===== config.mk =====
export PLATFORM = sky130hd
export DESIGN_NAME = signed_acc_sat_stage
export DESIGN_NICKNAME = d
export VERILOG_FILES = /design/src/rtl/signed_acc_sat_stage.sv
export SDC_FILE = /design/constraint.sdc
export NUM_CORES = 1
export LEC_CHECK = 0
export CAP_MARGIN = 20
export CORE_MARGIN = 2
export CORE_UTILIZATION = 48
export DETAILED_ROUTE_END_ITERATION = 8
export PLACE_DENSITY = 0.89
export SLEW_MARGIN = 15
export SYNTH_ARGS = -nofsm -noshare
export SYNTH_HDL_FRONTEND = slang
export SYNTH_SLANG_ARGS = --single-unit

===== constraint.sdc =====
create_clock -name clk -period 2.34 [get_ports clk]
set_clock_uncertainty 0.2 [all_clocks]
set_input_delay 0.702 -clock clk [delete_from_list [all_inputs] [get_ports clk]]
set_output_delay 0.702 -clock clk [all_outputs]
set_load 0.02 [all_outputs]

===== src/rtl/signed_acc_sat_stage.sv =====
`default_nettype none
// ============================================================================
// Module   : signed_acc_sat_stage
// Brief    : Streaming signed accumulator stage with a one-entry registered
//            output (valid/ready). Each result carries an overflow flag.
//            The stage also keeps a sticky overflow flag and a saturating
//            count of overflow events.
//            Optional macro SIGNED_ACC_SATURATE_EN: clamp the result on
//            overflow instead of wrapping.
// Revision : 1.0 - initial release
// ============================================================================
module signed_acc_sat_stage #(
  parameter int W     = 4,
  parameter int CNT_W = 8
) (
  input  logic             clk,
  input  logic             rst_n,
  input  logic             clear,
  input  logic             in_valid,
  output logic             in_ready,
  input  logic [W-1:0]     in_data,
  output logic             out_valid,
  input  logic             out_ready,
  output logic [W-1:0]     out_data,
  output logic             out_overflow,
  output logic             sticky_overflow,
  output logic [CNT_W-1:0] ovf_count
);

  localparam logic [W-1:0]     C_POS_MAX = {1'b0, {(W-1){1'b1}}};
  localparam logic [W-1:0]     C_NEG_MIN = {1'b1, {(W-1){1'b0}}};
  localparam logic [CNT_W-1:0] C_CNT_MAX = {CNT_W{1'b1}};

  logic [W-1:0]     r_acc;
  logic [W-1:0]     r_out_data;
  logic             r_out_valid;
  logic             r_out_ovf;
  logic             r_sticky;
  logic [CNT_W-1:0] r_cnt;

  logic             w_accept;
  logic [W-1:0]     w_base;
  logic [W-1:0]     w_raw;
  logic             w_ovf;
  logic [W-1:0]     w_res;

  // The output register can take a new result when empty or draining now.
  assign in_ready = !r_out_valid || out_ready;
  assign w_accept = in_valid && in_ready;

  // A clear in the accept cycle discards the old sum, so the operand adds to zero.
  assign w_base = clear ? '0 : r_acc;
  assign w_raw  = w_base + in_data;

  // Overflow: operands share a sign and the wrapped sum does not.
  assign w_ovf = (w_base[W-1] == in_data[W-1]) && (w_raw[W-1] != w_base[W-1]);

`ifdef SIGNED_ACC_SATURATE_EN
  // Clamp toward the sign of the operands when the sum overflows.
  always_comb begin
    w_res = w_raw;
    if (w_ovf) begin
      w_res = w_base[W-1] ? C_NEG_MIN : C_POS_MAX;
    end
  end
`else
  // Plain two's-complement wrap-around.
  always_comb begin
    w_res = w_raw;
  end
`endif

  // Accumulator: load the result on accept, otherwise zero on clear.
  always_ff @(posedge clk or negedge rst_n) begin
    if (!rst_n) begin
      r_acc <= '0;
    end else if (w_accept) begin
      r_acc <= w_res;
    end else if (clear) begin
      r_acc <= '0;
    end
  end

  // Output register: a new result wins over draining; data holds after drain.
  always_ff @(posedge clk or negedge rst_n) begin
    if (!rst_n) begin
      r_out_valid <= 1'b0;
      r_out_data  <= '0;
      r_out_ovf   <= 1'b0;
    end else if (w_accept) begin
      r_out_valid <= 1'b1;
      r_out_data  <= w_res;
      r_out_ovf   <= w_ovf;
    end else if (out_ready) begin
      r_out_valid <= 1'b0;
    end
  end

  // Overflow bookkeeping. With clear+accept the add cannot overflow, so clear alone decides.
  always_ff @(posedge clk or negedge rst_n) begin
    if (!rst_n) begin
      r_sticky <= 1'b0;
      r_cnt    <= '0;
    end else if (clear) begin
      r_sticky <= 1'b0;
      r_cnt    <= '0;
    end else if (w_accept && w_ovf) begin
      r_sticky <= 1'b1;
      if (r_cnt != C_CNT_MAX) begin
        r_cnt <= r_cnt + 1'b1;
      end
    end
  end

  assign out_valid       = r_out_valid;
  assign out_data        = r_out_data;
  assign out_overflow    = r_out_ovf;
  assign sticky_overflow = r_sticky;
  assign ovf_count       = r_cnt;

endmodule
`default_nettype wire


==> flow_summary.json <==
{
  "outcome": "finished clean",
  "hp-class": "reg2reg",
  "ant_nets": 0,
  "grt_pass1_wl_um": 4500,
  "cts_tree": "done",
  "wl_per_cell_um": 16.3,
  "synthCells": 100,
  "cp-end-kind": "output pin",
  "final_nets": 157,
  "synth_area_um2": 1010,
  "wirelength_um": 2760,
  "seq_power_share": 0.476,
  "p_int_mw": 0.547,
  "clk_path_buf_depth": 2,
  "cp_data_required_time_ps": 1440,
  "final_core_util": 0.795,
  "overflow": 0,
  "yosysWarnings": 0,
  "cts_max_level": 1,
  "pin_count": 25,
  "startpoint": "out_ready",
  "synth_nets": 114,
  "ir_drop_v": 0.000453,
  "ys_seq_area_frac": 0.471,
  "clkPwrFrac": 0.220,
  "p_sw_frac": 0.301,
  "antenna_cells": 0,
  "slew_headroom": 0.712,
  "grt_max_degree": 20,
  "fp.dieH_um": 49.8,
  "port_buffers": 24,
  "layout-drive-gt1-share": 0.331,
  "yosys.area.top_type_share": 0.471,
  "fin_crit_sh": 0.986,
  "cp_slowest_cell": "clkdlybuf4s50_1",
  "rr_startpoint": "r_acc[2]$_DFF_PN0_",
  "post-place-ws_ps": -623,
  "crit_path_max_incr_delay_ps": 460,
  "dp_hpwl_um": 1680,
  "drv_cap": 0,
  "die_w_um": 49.8,
  "cp.arrival_ps": 1410,
  "rows": 16,
  "hold_viol": 0,
  "slew_violations": 0,
  "yosysUniqueCellTypes": 33,
  "cts.sinks": 19,
  "root_buffer": "clkbuf_4",
  "via_count": 950,
  "die_area_um2": 2480,
  "core_um2": 1960,
  "startpoint_type": "input pin",
  "start_util": 0.514,
  "antenna_found_initial": 0,
  "drt_iter0_markers": 19,
  "netSwitchingPower_mw": 0.235,
  "ys_ff_latch": 19,
  "area_growth_pct": 54.6,
  "fin_ws_ps": 32.7,
  "clkLatencyLatePin_ps": 300,
  "hold_start": "out_data[2]$_DFFE_PN0P_",
  "fmax_ghz": 0.433,
  "synth_area_leader_cell": "dfrtp_1",
  "combPwrFrac": 0.304,
  "tightest_slew_ps": 425,
  "drc": 0,
  "power_density_nw_per_um2": 502,
  "grt_pass1_vias": 950,
  "power_leakage_nw": 0.720,
  "final-setup-viol-count": 0,
  "path_cells": "clkdlybuf4s50_1, nand2b_4, buf_6",
  "yosys-top-cells-area": "dfrtp_1 47%, ha_1 5.0%, o21ai_0 4.0%, nand2_1 3.7%, nand3_1 3.5%",
  "path_clk_slew_ps": 110,
  "grt_usage": 0.246,
  "cp_max_fo": 2,
  "gp_congestion": 0.806,
  "avgSynthCellArea_um2": 10.1,
  "hold_buffers": 0,
  "rsz0062_at_grt": "true",
  "dr.pass1.iters": 4,
  "finalCriticalPeriod_ps": 2310,
  "viasPerCell": 5.62,
  "path_class": "in2out",
  "cts_made_buffers": 3
}
[Yosys cell counts]
cell type  instances
nor2_1             6
a41oi_1            1
nand3_1            7
o21bai_2           1
o21ai_0            8
nor2b_4            1
nor2b_1            2
mux2i_1            1
nor3_1             1
a21o_1             1
o311ai_1           1
o21ba_2            1
nand2_1           10
a211oi_2           1
and2_2             1
or3_1              5
xor2_1             4
ha_1               4
buf_6              1
a21oi_2            1
inv_1              4
nand4_1            1
and3_1             1
clkbuf_1           2
fa_1               1
and4_1             1
nand3_2            1
xnor2_1            1
a21bo_2            2
a211oi_1           1
a21oi_1            5
nand2b_1           3
dfrtp_1           19
[logic make-up after synthesis]
| kind of cell | count (synthesis) | share of synthesized area |
|---|---|---|
| multiplexers | 1 | 0.00993 |
| buffers and inverters | 7 | 0.0335 |
| flip-flops | 19 | 0.471 |
| AO/OA/AOI/OAI | 23 | 0.159 |
| adder cells (fa/ha/maj) | 5 | 0.0695 |
| XOR/XNOR | 5 | 0.0434 |
| AND/OR/NAND/NOR | 40 | 0.213 |
[power groups by stage]
stage               registers, mW  clock network [mW]  logic [mW]
global placement            0.376                   0       0.199
global route                0.377               0.194       0.256
CTS                         0.373               0.170       0.228
finish                      0.373               0.172       0.238
detailed placement          0.377                   0       0.205
floorplan                   0.399                   0      0.0845
[cells in the final DEF (no fill, tap or decap), types with 4 or more instances in the layout]
cell type,instances
buf_4,15
clkdlybuf4s50_1,16
dfrtp_1,18
inv_1,4
nand2_1,10
nand3_1,7
nor2_1,6
o21ai_0,5
xor2_1,4
[metal layers]
metal | vias up | wire length, um | GRT usage
li1 | 437 | - | -
met1 | 472 | 1200 | 0.322
met2 | 34 | 1400 | 0.407
met3 | 7 | 84 | 0.0182
met4 | 0 | 71 | 0.130
met5 | - | 0 | 0
[worst paths after layout]
| check | end | slack [ps] | cells after the start |
|---|---|---|---|
| worst max-delay path | in_ready | 30 | 3 |
| worst max register to register | ovf_count[6]$_DFFE_PN0P_ | 160 | 7 |
| max in group asynchronous | ovf_count[0]$_DFFE_PN0P_ | 1180 | 2 |
| worst min register to register | out_data[2]$_DFFE_PN0P_ | 290 | 2 |
| worst min-delay path | out_data[2]$_DFFE_PN0P_ | 290 | 2 |
| min in group asynchronous | out_data[2]$_DFFE_PN0P_ | 530 | 2 |
[state kept, by name (all words and copies together), names as in the netlist]
register and cells:
ovf_count 8, out_data 4, r_acc 4, out_overflow 1, out_valid 1, sticky_overflow 1
[repair_timing]
| item | CTS | global route |
|---|---|---|
| gates cloned | 1 | 0 |
| pin swaps | 11 | 7 |
| setup endpoints to repair | 15 | 7 |
| buffers inserted | 3 | 0 |
| gates resized for setup | 28 | 14 |
[critical path, delay by kind of cell]
kind / cells / cell delay, ps
buf+inv: 2 / 570
simple gates: 1 / 120
[cell type report]
type                            instances  area [um2]
Timing Repair Buffer                   40         372
Tap cell                               27        33.8
Multi-Input combinational cell         75         636
Clock buffer                            4        26.3
Fill cell                             123         403
Inverter                                4        15.0
Sequential cell                        19         477
[metrics by stage]
| stage | cells | power [mW] | hold WS (ps) | setup TNS [ps] | instance area (um2) |
|---|---|---|---|---|---|
| finish | 169 | 0.782 | 289 | 0 | 1560 |
| global route | 169 | 0.827 | 323 | -30.3 | 1560 |
| CTS | 169 | 0.770 | 292 | 0 | 1500 |
| detailed placement | 161 | 0.582 | 264 | -8570 | 1380 |
| global placement | 161 | 0.575 | 262 | -7850 | 1380 |
| floorplan | 100 | 0.484 | 206 | -393 | 1050 |
No activity file was read; power rests on OpenSTA's default activity.
